$ cat src/rtl/s_core_loader.sv
// Byte-stream program loader for s_core: decodes INST/REG/START/HALT packets and
// drives the core's setup interface with one-cycle write strobes.
module s_core_loader #(
  parameter int TIMEOUT_CYCLES = 1024,
  parameter int CNT_W          = 16
) (
  input  logic             clk,
  input  logic             rst,
  input  logic [7:0]       i_rx_data,
  input  logic             i_rx_valid,
  output logic             o_rx_ready,
  output logic             o_setup,
  output logic [31:0]      o_inst_mem_addr,
  output logic [31:0]      o_inst_mem_data,
  output logic             o_inst_we,
  output logic [4:0]       o_load_reg_addr,
  output logic [31:0]      o_load_reg_data,
  output logic             o_reg_we,
  output logic [31:0]      o_pc_instr_start_addr,
  output logic             o_busy,
  output logic             o_err,
  output logic [CNT_W-1:0] o_inst_count
);

  localparam logic [2:0] S_IDLE  = 3'd0;
  localparam logic [2:0] S_ADDR  = 3'd1;
  localparam logic [2:0] S_DATA  = 3'd2;
  localparam logic [2:0] S_REG   = 3'd3;
  localparam logic [2:0] S_WRITE = 3'd4;
  localparam logic [2:0] S_RUN   = 3'd5;

  localparam logic [1:0] C_INST  = 2'd0;
  localparam logic [1:0] C_REG   = 2'd1;
  localparam logic [1:0] C_START = 2'd2;

  localparam int              TO_W    = $clog2(TIMEOUT_CYCLES + 1);
  localparam logic [TO_W-1:0] TO_LAST = TO_W'(TIMEOUT_CYCLES - 1);
  localparam logic [TO_W-1:0] TO_ONE  = TO_W'(1);
  localparam logic [CNT_W-1:0] CNT_ONE = CNT_W'(1);

  logic [2:0]       r_state;
  logic [1:0]       r_cmd;
  logic [1:0]       r_byte_cnt;
  logic [31:0]      r_shift;
  logic [31:0]      r_addr;
  logic [4:0]       r_reg;
  logic [TO_W-1:0]  r_idle_cnt;
  logic             r_setup;
  logic             r_err;
  logic [31:0]      r_inst_addr;
  logic [31:0]      r_inst_data;
  logic [4:0]       r_load_addr;
  logic [31:0]      r_load_data;
  logic [31:0]      r_pc_start;
  logic [CNT_W-1:0] r_inst_count;

  logic        w_xfer;
  logic        w_collect;
  logic        w_timeout;
  logic [31:0] w_word;

  assign w_xfer    = i_rx_valid && o_rx_ready;
  assign w_collect = (r_state == S_ADDR) || (r_state == S_DATA) || (r_state == S_REG);
  assign w_timeout = w_collect && !w_xfer && (r_idle_cnt == TO_LAST);
  // Little-endian assembly: the current byte lands in the top lane of the word.
  assign w_word    = {i_rx_data, r_shift[31:8]};

  always_ff @(posedge clk or posedge rst) begin
    if (rst) begin
      r_state      <= S_IDLE;
      r_cmd        <= C_INST;
      r_byte_cnt   <= 2'd0;
      r_shift      <= 32'd0;
      r_addr       <= 32'd0;
      r_reg        <= 5'd0;
      r_idle_cnt   <= '0;
      r_setup      <= 1'b1;
      r_err        <= 1'b0;
      r_inst_addr  <= 32'd0;
      r_inst_data  <= 32'd0;
      r_load_addr  <= 5'd0;
      r_load_data  <= 32'd0;
      r_pc_start   <= 32'd0;
      r_inst_count <= '0;
    end else begin
      if (w_collect && !w_xfer) r_idle_cnt <= r_idle_cnt + TO_ONE;
      else                      r_idle_cnt <= '0;

      if (w_timeout) begin
        r_err      <= 1'b1;
        r_state    <= S_IDLE;
        r_byte_cnt <= 2'd0;
      end else begin
        case (r_state)
          S_IDLE: begin
            if (w_xfer) begin
              r_byte_cnt <= 2'd0;
              case (i_rx_data)
                8'h01: begin r_cmd <= C_INST;  r_state <= S_ADDR; end
                8'h02: begin r_cmd <= C_REG;   r_state <= S_REG;  end
                8'h03: begin r_cmd <= C_START; r_state <= S_ADDR; end
                8'h04: ;
                default: r_err <= 1'b1;
              endcase
            end
          end
          S_ADDR: begin
            if (w_xfer) begin
              r_shift <= w_word;
              if (r_byte_cnt == 2'd3) begin
                r_byte_cnt <= 2'd0;
                if (r_cmd == C_START) begin
                  // Setup drops one edge later in RUN, so the PC is stable first.
                  r_pc_start <= w_word;
                  r_state    <= S_RUN;
                end else begin
                  r_addr  <= w_word;
                  r_state <= S_DATA;
                end
              end else begin
                r_byte_cnt <= r_byte_cnt + 2'd1;
              end
            end
          end
          S_DATA: begin
            if (w_xfer) begin
              r_shift <= w_word;
              if (r_byte_cnt == 2'd3) begin
                r_byte_cnt <= 2'd0;
                r_state    <= S_WRITE;
                if (r_cmd == C_INST) begin
                  r_inst_addr <= r_addr;
                  r_inst_data <= w_word;
                end else begin
                  r_load_addr <= r_reg;
                  r_load_data <= w_word;
                end
              end else begin
                r_byte_cnt <= r_byte_cnt + 2'd1;
              end
            end
          end
          S_REG: begin
            if (w_xfer) begin
              r_byte_cnt <= 2'd0;
              if (i_rx_data[7:5] != 3'd0) begin
                r_err   <= 1'b1;
                r_state <= S_IDLE;
              end else begin
                r_reg   <= i_rx_data[4:0];
                r_state <= S_DATA;
              end
            end
          end
          S_WRITE: begin
            r_state    <= S_IDLE;
            r_byte_cnt <= 2'd0;
            if ((r_cmd == C_INST) && (r_inst_count != {CNT_W{1'b1}}))
              r_inst_count <= r_inst_count + CNT_ONE;
          end
          S_RUN: begin
            r_setup <= 1'b0;
            if (w_xfer) begin
              if (i_rx_data == 8'h04) begin
                r_setup    <= 1'b1;
                r_state    <= S_IDLE;
                r_byte_cnt <= 2'd0;
              end else begin
                r_err <= 1'b1;
              end
            end
          end
          default: begin
            r_state    <= S_IDLE;
            r_byte_cnt <= 2'd0;
          end
        endcase
      end
    end
  end

  assign o_rx_ready            = (r_state != S_WRITE);
  assign o_busy                = w_collect || (r_state == S_WRITE);
  assign o_inst_we             = (r_state == S_WRITE) && (r_cmd == C_INST);
  assign o_reg_we              = (r_state == S_WRITE) && (r_cmd == C_REG);
  assign o_setup               = r_setup;
  assign o_err                 = r_err;
  assign o_inst_mem_addr       = r_inst_addr;
  assign o_inst_mem_data       = r_inst_data;
  assign o_load_reg_addr       = r_load_addr;
  assign o_load_reg_data       = r_load_data;
  assign o_pc_instr_start_addr = r_pc_start;
  assign o_inst_count          = r_inst_count;

endmodule

$ cat config.mk
export PLATFORM = sky130hd
export DESIGN_NAME = s_core_loader
export DESIGN_NICKNAME = d
export VERILOG_FILES = /design/src/rtl/s_core_loader.sv
export SDC_FILE = /design/constraint.sdc
export NUM_CORES = 1
export LEC_CHECK = 0
export CAP_MARGIN = 20
export CELL_PAD_IN_SITES_DETAIL_PLACEMENT = 1
export CELL_PAD_IN_SITES_GLOBAL_PLACEMENT = 2
export CORE_MARGIN = 4
export CORE_UTILIZATION = 40
export CTS_CLUSTER_DIAMETER = 150
export DETAILED_ROUTE_END_ITERATION = 12
export PLACE_DENSITY = 0.84
export SLEW_MARGIN = 0
export SYNTH_ARGS = -nofsm -noshare
export SYNTH_HDL_FRONTEND = slang
export SYNTH_SLANG_ARGS = --single-unit
export TNS_END_PERCENT = 50
$ cat constraint.sdc
create_clock -name clk -period 20.3 [get_ports clk]
set_clock_uncertainty 0.15 [all_clocks]
set_input_delay 4.06 -clock clk [delete_from_list [all_inputs] [get_ports clk]]
set_output_delay 4.06 -clock clk [all_outputs]
set_load 0.05 [all_outputs]
Word-level counts from Yosys, hierarchy flattened --
Cells that the tools add are included.
Storage, ports and cells: flip-flop bits (word level) 238, input bits 11, latch bits 0, bits in read-only memories 0, word-level logic and storage cells 114, memories kept 0, bits in writable memories 0
Operators by class: equality and inequality tests 29, $lt $le $gt $ge 0, bitwise gates (word level) 4, $mul 0, shift-type cells 0, divide/modulo/power cells 0, reductions and logical operators 31, add/subtract/negate cells 3, mux-type cells 32
Operators by type and width (number):
- two-way mux 3 bit | 10
- inequality test 3 bit (second input constant) | 9
- AND reduction 5 bit | 4
- adder 16 x 1 -> 16 bit (second input constant) | 1
- equality test 8 x 2 -> 1 bit (second input constant) | 2
- inequality test 16 bit (second input constant) | 1
- case mux 3 bit (5 select lines) | 1
- two-way mux 2 bit | 7
- case mux 2 bit (3 select lines) | 2
- AND reduction 4 bit | 3
- adder 11 x 1 -> 11 bit (second input constant) | 1
- equality test 11 x 10 -> 1 bit (second input constant) | 1
- two-way mux 11 bit | 1
- two-way mux 1 bit | 9
- inequality test 3 x 2 -> 1 bit (second input constant) | 3
- AND reduction 9 bit | 1
- equality test 8 x 1 -> 1 bit (second input constant) | 1
- equality test 8 x 3 -> 1 bit (second input constant) | 1
- AND reduction 7 bit | 1
- equality test 3 x 2 -> 1 bit (second input constant) | 2
- equality test 3 bit (second input constant) | 2
- logical AND 1 bit | 6
- inequality test 3 x 1 -> 1 bit (second input constant) | 2
- case mux 3 bit (2 select lines) | 1
- other kinds (17) | 27

Longest topological paths before layout --
word-level depth 7, depth in mapped cells 7, mapped depth without buffers 6

Worst setup path after synthesis --
Ideal clock, no wire load.
path kind register to output, start reg r_state[1], end out o_reg_we, arrival 2551 ps, stages on the path, launching flop included 5, path buffers 2, setup slack 13539 ps, cell sequence dfrtp_1 > buf_2 > clkbuf_1 > or3b_2 > nor3b_1
Between the ends: word-level cells in the longest chain between the ends 2
Ends and longest elaborated chain:
- start: declaration | RTL line 41 | logic [2:0] r_state;
- start signal: assignment | RTL line 70 | r_state <= S_IDLE;
- start signal: assignment | RTL line 91 | r_state <= S_IDLE;
- start signal: assignment | RTL line 99 | 8'h01: begin r_cmd <= C_INST; r_state <= S_ADDR; end
- equality test 3 bit | RTL line 185 | assign o_reg_we = (r_state == S_WRITE) && (r_cmd == C_REG);
- logical AND 1 bit | RTL line 185
- end: declaration | RTL line 18 | output logic o_reg_we,
Every way passes these cells.

Worst setup path in the final report --
Ends and elaborated chain as after synthesis.

==> impl_metrics.json <==
{
  "use_met2_pct": 30.6,
  "hold_ws_ns": 0.319,
  "yosys_warnings": 0,
  "dr.pass1.iters": 4,
  "tightest_slew_ns": 1.01,
  "cts_hold_buf": 0,
  "synth_fa_ha_area_share_pct": 0.394,
  "crit_path_start_kind": "flip-flop",
  "ir_drop_v": 0.0000654,
  "r2r_end": "o_load_reg_data[4]",
  "slowest_stage": "clkdlybuf4s50_1",
  "seq_area_frac_synth_pct": 60.5,
  "synthMuxAreaShare_pct": 25.5,
  "fin_nets": 810,
  "cts_buffers": 26,
  "drc_errors": 0,
  "rows": 56,
  "place_area_mm2": 0.0114,
  "viasPerCell": 4.99,
  "grt_most_used_layer": "met2",
  "syn_to_final_growth_pct": 30.0,
  "setup_viol": 0,
  "max_freq_mhz": 142,
  "grt_max_degree": 142,
  "required_ns": 16.09,
  "powerDensity_mw_per_mm2": 112,
  "clock_path_buffers": 3,
  "seq_area_mm2": 0.00576,
  "drt-initial-drc-count": 208,
  "r2r_cells": 5,
  "end_kind": "primary output",
  "grt_pass1_wl_mm": 36.6,
  "multi_input_area_mm2": 0.00351,
  "synth_top_cells_by_area": "dfrtp_1 (60%), mux2_2 (14%), mux2_4 (9.5%), mux2_1 (1.7%), xor2_1 (1.4%)",
  "path_clk_slew_ns": 0.06,
  "grt_overflow": 0,
  "path_cells": "or3b_2 -> nor3b_1 -> clkdlybuf4s50_1",
  "hold-path-endpoint": "o_err",
  "core_mm2": 0.0235,
  "die_area_mm2": 0.0263,
  "post_cts_buffers": 0,
  "vias": 5663,
  "whs_path_depth": 1,
  "finalCoreUtilization_pct": 52.7,
  "crit_arrival_ns": 2.84,
  "yosys.cell_count.top_type": "dfrtp_1",
  "cts_sinks": 230,
  "tritoncts": "done",
  "insertion_delay_ns": 0.51,
  "avgRoutedWirePerCell_um": 20.0,
  "path_class": "reg -> out",
  "maxCapViolCount": 0,
  "async_reset_ff_share_pct": 100,
  "finalHoldViolCount": 0,
  "htreeDepth": 1,
  "cts_root_buf": "clkbuf_16",
  "gp_congestion": 0.822,
  "setup_tns_ns": 0,
  "hold_path_startpoint": "o_err",
  "cp_max_fo": 18,
  "status": "completed",
  "synth_xor_area_share_pct": 2.30,
  "die_width_um": 162,
  "synth.avg_cell_area_um2": 15.2,
  "synth-simple-area-share_pct": 6.34,
  "synthTopCellsByCount": "dfrtp_1 (229), mux2_2 (121), mux2_4 (60), nor2_1 (30), nand2_1 (19)",
  "timing.rr.start": "r_state[2]",
  "grt_use_met3_pct": 2.87,
  "dp_hpwl_mm": 15.5,
  "num_io_pins": 166,
  "design_power_total_mw": 1.39,
  "synth_cells": 626,
  "max_slew_margin_pct": 32.4,
  "leakagePower_nw": 5.94,
  "synth_top_family_by_area": "multiplexers",
  "synth_edf_count": 0,
  "grtUsageMet1_pct": 22.4,
  "synth_top_area_cell": "dfrtp_1",
  "r2r_slack_ns": 17.53,
  "synth_seq_cells": 230,
  "drv_slew": 0,
  "num_antenna_cells": 0,
  "wirelength_mm": 22.7,
  "design_area_mm2": 0.0124,
  "detail-route-antenna-nets": 0,
  "cpPeakStageDelay_ns": 0.87,
  "initial_core_util_pct": 40.6,
  "synth_nets": 640,
  "ys_types": 53,
  "hold_class": "reg -> reg",
  "port_buffers": 165,
  "finalCriticalPeriod_ns": 7.05,
  "grt_pass1_vias": 6406,
  "rsz0062_at_grt": "no",
  "synth_ff_type": "dfrtp_1",
  "track_usage_pct": 17.3,
  "antenna_found_initial": 0,
  "fill_cells": 2280,
  "syn_area_mm2": 0.00952,
  "synth_compound_area_share_pct": 2.20,
  "period_share_pct": 34.7,
  "cts.repair.resized": 0,
  "drive_gt1_share_pct": 29.9,
  "fp.dieH_um": 162,
  "synth_top_area_share_pct": 60.2
}
-- worst max-delay path, delay by kind of cell (launching register included) --
family	cells	cell delay, ns
buffers and inverters	1	0.87
AND/OR/NAND/NOR	2	0.85
flip-flops	1	0.60
-- how the worst max path moves through the flow --
| stage | start | end | cells after the start |
|---|---|---|---|
| 2_1_floorplan | rst | o_err | 1 |
| 3_3_place_gp | i_rx_valid | o_load_reg_data[15] | 6 |
| 6_report | r_state[1] | o_reg_we | 3 |
| 5_1_grt | r_state[1] | o_reg_we | 3 |
| 4_1_cts | r_state[1] | o_reg_we | 3 |
| 3_5_place_dp | i_rx_valid | o_load_reg_data[14] | 6 |
-- final cells by class --
cell class,count,share of cell area (%)
Clock inverter,11,1.52
Tap cell,319,3.23
Sequential cell,230,46.5
Multi-Input combinational cell,361,28.4
Timing Repair Buffer,171,14.0
Clock buffer,37,6.09
Inverter,6,0.243
-- through the flow --
stage	cells	setup slack (ns)
after floorplan	626	9.79
after global placement	1085	13.46
after detailed placement	1085	13.40
after CTS	1133	13.20
after global routing	1135	13.12
final	1135	13.25
-- cell usage in the layout, fill, tap and decap left out, drive strengths merged, types with 2 or more instances in the layout --
cell type      netlist  layout
a211o                2       2
and4                 4       4
and2                 3       3
a211oi               2       2
nand2               20      20
nor3                 7       7
clkbuf               6      37
or2                  2       2
nand3               15      15
inv                  6       6
a21oi                5       5
clkdlybuf4s50        0     165
xor2                15      15
nor4                 4       4
and3                 7       7
xnor2               10      10
nand2b               3       3
nor2                30      30
a22o                 2       2
dfrtp              229     229
nor2b                2       2
a21o                 4       4
buf                 23       6
or4                  3       3
o21ai                4       4
clkinv               0       6
nor3b                2       2
mux2               195     195
bufinv               0       5
nand4b               2       2
ha                   3       3
-- metal layers --
metal	vias up	part of all wire, %
met3	28	4.2
met5	-	0
met4	0	1.6
li1	2549	-
met1	2964	43
met2	122	52
-- cells by family (layout without fill, tap and decap cells) --
logic type | count (synthesis) | in the layout
buf+inv | 35 | 225
fa+ha+maj | 3 | 3
xor+xnor | 25 | 25
simple gates | 110 | 110
flops | 230 | 230
mux | 196 | 196
compound gates | 27 | 27
-- where the power goes --
part / leakage, nW / switching [mW] / total [mW] / internal, mW
sequential: 3.14 / 0.0794 / 0.602 / 0.522
clock: 0.463 / 0.184 / 0.506 / 0.322
combinational: 2.33 / 0.155 / 0.279 / 0.123
total: 5.94 / 0.419 / 1.39 / 0.967
Note: power is estimated with default switching activity, not from simulation.
